===== src/rtl/decade_count_arbiter.sv =====
// decade_count_arbiter
//
// Round-robin owner of one external mod-10 up-counter shared by NREQ clients.
// A granted client gets the counter cleared, then enabled until it reaches the
// client's (clamped) target, after which a one-cycle done pulse is issued.
//
// Ports
//   clk        rising-edge clock
//   reset      synchronous, active-high reset
//   i_req      per-client request level, held until done or dropped (abort)
//   i_tgt      packed targets, client i uses [CW*i +: CW]
//   i_cnt_val  current value of the external counter
//   o_cnt_en   counter enable (combinational on i_cnt_val while running)
//   o_cnt_clr  synchronous clear to the counter
//   o_gnt      one-hot grant
//   o_done     one-hot, one-cycle completion pulse
//   o_busy     high whenever the arbiter is not idle

module decade_count_arbiter #(
    parameter int unsigned NREQ = 4,
    parameter int unsigned CW   = 4,
    parameter int unsigned MAXV = 9
) (
    input  logic                 clk,
    input  logic                 reset,
    input  logic [NREQ-1:0]      i_req,
    input  logic [CW*NREQ-1:0]   i_tgt,
    input  logic [CW-1:0]        i_cnt_val,
    output logic                 o_cnt_en,
    output logic                 o_cnt_clr,
    output logic [NREQ-1:0]      o_gnt,
    output logic [NREQ-1:0]      o_done,
    output logic                 o_busy
);

    localparam int unsigned IW = (NREQ > 1) ? $clog2(NREQ) : 1;

    localparam logic [1:0] ST_IDLE  = 2'd0;
    localparam logic [1:0] ST_CLEAR = 2'd1;
    localparam logic [1:0] ST_RUN   = 2'd2;
    localparam logic [1:0] ST_DONE  = 2'd3;

    localparam logic [CW-1:0] MAXV_C = CW'(MAXV);

    logic [1:0]      r_state;
    logic [IW-1:0]   r_ptr;
    logic [IW-1:0]   r_idx;
    logic [CW-1:0]   r_tgt;

    logic [NREQ-1:0] w_rot;
    logic            w_found;
    logic [IW:0]     w_sum;
    logic [IW-1:0]   w_sel;
    logic [CW-1:0]   w_tgt_raw;
    logic [CW-1:0]   w_tgt_clamp;
    logic            w_req_idx;
    logic [IW-1:0]   w_idx_inc;
    logic [NREQ-1:0] w_onehot;
    logic            w_hit;

    // Rotate requests so bit 0 is the pointer position; the first set bit of
    // the rotated vector is the winner, then map its offset back to an index.
    always_comb begin
        w_rot   = NREQ'({i_req, i_req} >> r_ptr);
        w_found = 1'b0;
        w_sum   = '0;
        for (int k = 0; k < int'(NREQ); k++) begin
            if (!w_found && w_rot[k]) begin
                w_found = 1'b1;
                w_sum   = {1'b0, r_ptr} + (IW+1)'(k);
            end
        end
        if (w_sum >= (IW+1)'(NREQ)) begin
            w_sum = w_sum - (IW+1)'(NREQ);
        end
        w_sel = w_sum[IW-1:0];
    end

    // Target of the selected client, clamped to the largest legal value.
    always_comb begin
        w_tgt_raw = '0;
        for (int i = 0; i < int'(NREQ); i++) begin
            if (w_sel == IW'(i)) begin
                w_tgt_raw = i_tgt[i*CW +: CW];
            end
        end
        w_tgt_clamp = (w_tgt_raw > MAXV_C) ? MAXV_C : w_tgt_raw;
    end

    // Decode of the latched grant index.
    always_comb begin
        w_req_idx = 1'b0;
        w_onehot  = '0;
        for (int i = 0; i < int'(NREQ); i++) begin
            if (r_idx == IW'(i)) begin
                w_req_idx   = i_req[i];
                w_onehot[i] = 1'b1;
            end
        end
        w_idx_inc = (r_idx == IW'(NREQ - 1)) ? '0 : r_idx + IW'(1);
        w_hit     = (i_cnt_val == r_tgt);
    end

    always_ff @(posedge clk) begin
        if (reset) begin
            r_state <= ST_IDLE;
            r_ptr   <= '0;
            r_idx   <= '0;
            r_tgt   <= '0;
        end else begin
            case (r_state)
                ST_IDLE: begin
                    if (w_found) begin
                        r_idx   <= w_sel;
                        r_tgt   <= w_tgt_clamp;
                        r_state <= ST_CLEAR;
                    end
                end
                ST_CLEAR: begin
                    r_state <= ST_RUN;
                end
                ST_RUN: begin
                    // A dropped request aborts without done but still advances
                    // the pointer so the aborting client goes to the back.
                    if (!w_req_idx) begin
                        r_ptr   <= w_idx_inc;
                        r_state <= ST_IDLE;
                    end else if (w_hit) begin
                        r_state <= ST_DONE;
                    end
                end
                ST_DONE: begin
                    r_ptr   <= w_idx_inc;
                    r_state <= ST_IDLE;
                end
                default: begin
                    r_state <= ST_IDLE;
                end
            endcase
        end
    end

    // Everything except the enable is a pure decode of state.
    always_comb begin
        o_busy    = (r_state != ST_IDLE);
        o_gnt     = o_busy ? w_onehot : '0;
        o_done    = (r_state == ST_DONE) ? w_onehot : '0;
        o_cnt_clr = (r_state == ST_CLEAR);
        o_cnt_en  = (r_state == ST_RUN) && !w_hit && w_req_idx;
    end

endmodule

===== config.mk =====
export PLATFORM = sky130hd
export DESIGN_NAME = decade_count_arbiter
export DESIGN_NICKNAME = d
export VERILOG_FILES = /design/src/rtl/decade_count_arbiter.sv
export SDC_FILE = /design/constraint.sdc
export NUM_CORES = 1
export LEC_CHECK = 0
export CAP_MARGIN = 20
export CORE_MARGIN = 2
export CORE_UTILIZATION = 37
export CTS_BUF_LIST = sky130_fd_sc_hd__clkbuf_8
export CTS_CLUSTER_SIZE = 20
export DETAILED_ROUTE_END_ITERATION = 16
export PLACE_DENSITY = 0.81
export SLEW_MARGIN = 5
export SYNTH_ARGS = -nofsm -noshare
export SYNTH_HDL_FRONTEND = slang
export SYNTH_SLANG_ARGS = --single-unit
export TNS_END_PERCENT = 30

===== constraint.sdc =====
create_clock -name clk -period 2.22 [get_ports clk]
set_input_delay 0.444 -clock clk [delete_from_list [all_inputs] [get_ports clk]]
set_output_delay 0.444 -clock clk [all_outputs]
set_load 0.03 [all_outputs]

* Word level (Yosys, flattened, before mapping)
Index checks and enable logic that the tools add are counted.
** Word-level totals
- Input bits :: 26
- Output and inout port bits :: 11
- Word-level logic and storage cells :: 73
- Register bits after elaboration :: 10
** Operators by class
- $add $sub $neg :: 5
- Equality and inequality tests :: 13
- Shift-type cells :: 1
- Magnitude comparators :: 2
- Reductions and logical operators :: 17
- Multiplexer cells :: 31
** Operators by type and width (count)
- $mux W4 :: 7
- $mux W2 :: 7
- $eq A2 B2 Y1 const B :: 6
- $mux W1 :: 12
- $mux W3 :: 3
- $pmux W2 S4 :: 1
- $shr A8 B2 Y4 :: 1
- $add A2 B2 Y3 const B :: 2
- $eq A2 B1 Y1 const B :: 3
- $logic_not A2 Y1 :: 3
- $reduce_and A2 Y1 :: 3
- $logic_and A1 B1 Y1 :: 5
- $eq A4 B4 Y1 :: 1
- $gt A4 B4 Y1 const B :: 1
- $logic_not A1 Y1 :: 4
- $ne A2 B2 Y1 const B :: 2
- $pmux W2 S2 :: 1
- $reduce_bool A2 Y1 :: 2
- $add A2 B1 Y3 const B :: 1
- $ge A3 B3 Y1 const B :: 1
- $ne A3 B3 Y1 const B :: 1
- $add A2 B1 Y2 const B :: 1
- $sub A2 B1 Y2 const B :: 1

* Depth between registers and ports, before layout
- Depth after elaboration :: 20
- Depth in mapped cells :: 8
- Depth with buffers taken out :: 8

* Worst setup path after synthesis
OpenSTA, ideal clock, no wires.
- Path type :: reg2out
- Start :: register r_idx[1]
- End :: output port o_cnt_en
- Data arrival time :: 1.988 ns
- Slack :: -0.212 ns
- Stages on the path, launching flop included :: 8
- Required time :: 1.776 ns
- Path through :: dfxtp_1 -> inv_1 -> ha_1 -> nand3b_1 -> a311oi_1 -> a21oi_1 -> or3b_2 -> nor2b_1
** On the way
- Cells in the longest elaborated chain, start to end :: 6
- Elaborated cells between the ends (all ways) :: 9
** Ends and longest elaborated chain
- start: declaration :: line 47 : logic [IW-1:0] r_idx;
- start signal: assignment :: line 114 : r_idx <= w_sel;
- $logic_not A2 Y1 :: line 95 : if (r_idx == IW'(i)) begin
- $mux W1 (3 in a row) :: line 95
- $mux W1 (*) :: line 95
- $logic_and A1 B1 Y1 (*) :: line 149 : o_cnt_en = (r_state == ST_RUN) && !w_hit && w_req_idx;
- end: declaration :: line 29 : output logic o_cnt_en,
Mark *: on every way between the ends. The rest lies on a longest branch, timed or not.

* Worst setup path after layout
Same ends and word-level chain as after synthesis.

==> results.cfg <==
[outcome]
status = finished, violations left
violations = setup timing

[worst_setup_path]
crit_fanout = 3
slowest_delay_ps = 400
arrival_ps = 1930
reg2reg_slack_ps = 190
startpoint_type = flop
cp.required_ps = 1780
worstRegToRegCells = 6
path_cells = inv_4 > ha_4 > nand3b_1 > a311oi_2 > a21oi_2 > or3b_4 > nor2b_4 > buf_6
crit_slowest_cell = or3b_4
r2r-start = r_ptr[1]
critical_path_class = reg -> out
cp-end-kind = primary output
r2r_end = r_tgt[0]

[floorplan]
coreArea_um2 = 1960
fp-row-count = 16
die_area_um2 = 2460
initial_core_util_pct = 39.2
chipHeight_um = 49.6
ios = 37
fp.dieW_um = 49.6

[finish]
finalNetCount = 168
drive_gt1_share_pct = 25.0
area_growth_pct = 78.4
final_cell_area_um2 = 1370
layout_commonest_cell = clkdlybuf4s50_1
layout_common_cells = 30 x clkdlybuf4s50_1, 13 x buf_4, 8 x nor2_1, 8 x dfxtp_1, 7 x mux2i_1
antennaDiodeCount = 0
fillers = 166

[global_route]
grt_start_max_net_pins = 12
overflow = 0
grt_use_total_pct = 19.3
grt_pass1_vias = 841
grt_pass1_wl_um = 3530
antenna_found_initial = 0

[timing]
rsz0062_at_grt = true
skew_ps = 1.76
tightest_slew_ps = 545
maxSlewViolCount = 0
fmax_mhz = 421
worst_slack_ps = -157
timing.final.crit_share_pct = 107
hold_ws_ps = 501
maxSlewHeadroom_pct = 63.5
setup_viol = 1
hold_violations = 0
fin_crit_ps = 2380

[clock_tree]
postCtsSetupRepairBufs = 0
cts_tree = yes
clock_path_buffers = 2
clk_pin_slew_ps = 40
cts_max_level = 1
clock_sinks = 10
ctsHoldBuffers = 0
clock_latency_ps = 230
root_buffer = clkbuf_8
numCtsBuffers = 3

[logic_synthesis]
synth_cell_type_count = 30
synth_edf_count = 0
yosysWarnings = 0
ys_ff_latch = 10
netlist_area_um2 = 769
synth_ff_type = dfxtp_1
synth.avg_cell_area_um2 = 9.16
synth_fp_nets = 114
netlist_instances = 84
synthArstFlopShare_pct = 0
ys_seq_area_share_pct = 26.0

[placed_design]
place_area_um2 = 1270
gp_congestion = 0.759
dpl_worst_slack_ps = -362
hpwl_um = 1720
io_buffers = 36

[detailed_routing]
num_vias = 841
drtIter0Drc = 7
via_per_inst = 5.16
wire_per_inst_um = 13.1
drc = 0
firstDrtPassIters = 4
ant_nets = 0
routed_wl_um = 2140

[power]
comb_power_share_pct = 42.2
leakage_nw = 0.581
p_sw_share_pct = 30.9
p_clk_share_pct = 25.8
p_int_uw = 478
ir_worst_vdd_mv = 0.424
power.switching_uw = 214
power.density_nw_per_um2 = 504
pwr-share-seq_pct = 31.9

[worst_hold_path]
whs_path_depth = 2
holdCritPathClass = reg -> reg
min_to = r_tgt[1]
hp-start = r_tgt[1]

[run]
maxCapViolations = 0
## per-layer routing
layer | wire length [um] | GRT usage, % | share of wire (%) | vias up
li1 | - | - | - | 414
met1 | 830 | 18.4 | 39 | 390
met2 | 1140 | 36.7 | 53 | 33
met3 | 137 | 7.27 | 6.4 | 4
met4 | 34 | 7.41 | 1.6 | 0
met5 | 0 | 0 | 0 | -
## critical path, delay by kind of cell, from the launching register on
family / cells / cell delay (ps)
adders and majority gates: 1 / 150
DFF: 1 / 380
buffers and inverters: 2 / 180
and+or+nand+nor: 3 / 700
AOI/OAI and AO/OA: 2 / 310
## logic make-up (layout without fill, tap and decap cells)
group / after synthesis / count (layout) / synth area share (%)
mux: 11 / 11 / 20.3
fa+ha+maj: 4 / 4 / 6.50
buf+inv: 8 / 60 / 3.90
flops: 10 / 10 / 26.0
xor+xnor: 4 / 4 / 4.55
simple gates: 30 / 30 / 22.1
compound gates: 17 / 17 / 16.6
## power groups by stage
stage	sequential [mW]	clock, mW	combinational, mW
after global routing	0.224	0.192	0.320
after global placement	0.220	0	0.272
after floorplan	0.217	0	0.156
after detailed placement	0.221	0	0.280
final	0.221	0.179	0.292
after CTS	0.221	0.183	0.286
## worst max path at each step
stage / startpoint / end / slack [ps]
after CTS: r_idx[1] / o_cnt_en / -150
after floorplan: r_idx[1] / o_cnt_en / 100
final: r_idx[1] / o_cnt_en / -160
after global routing: r_idx[1] / o_cnt_en / -250
after global placement: i_req[0] / o_cnt_en / -300
after detailed placement: i_req[2] / r_tgt[0] / -360
## state kept, by name, summed over array words and instances (netlist names)
register  flops
r_tgt         4
r_idx         2
r_ptr         2
r_state       2
## through the flow
step	total power, mW	util (%)	cells	TNS (ps)
5_1_grt	0.736	70.0	163	-357
6_report	0.692	70.0	163	-157
3_3_place_gp	0.492	64.9	160	-1390
4_1_cts	0.691	69.1	163	-151
3_5_place_dp	0.501	64.9	160	-1640
2_1_floorplan	0.373	-	84	0
## cells in the mapped netlist (2+ instances only)
cell type	number	area, um2
nand3b_1	2	15.0
xnor2_1	4	35.0
o21ai_0	2	10.0
and3_1	4	25.0
dfxtp_1	10	200
nor2b_1	5	31.3
a21oi_1	5	25.0
mux4_1	2	52.6
o22ai_1	2	12.5
mux2i_1	7	70.1
nand2b_1	6	37.5
nor2_1	8	30.0
ha_1	4	50.1
inv_1	7	26.3
## final cells by class
| cell class | count | area (um2) | share of cell area (%) |
|---|---|---|---|
| Inverter | 7 | 31.3 | 2.28 |
| Tap cell | 27 | 33.8 | 2.46 |
| Multi-Input combinational cell | 66 | 594 | 43.3 |
| Timing Repair Buffer | 50 | 464 | 33.8 |
| Clock buffer | 3 | 41.3 | 3.01 |
| Sequential cell | 10 | 208 | 15.1 |
## what timing repair did
item	CTS	global route
gates resized for setup	21	4
endpoints found under the setup margin	7	3
endpoints found under the hold margin	0	0
pin swaps	4	3
Power figures use the tool's default switching activity.
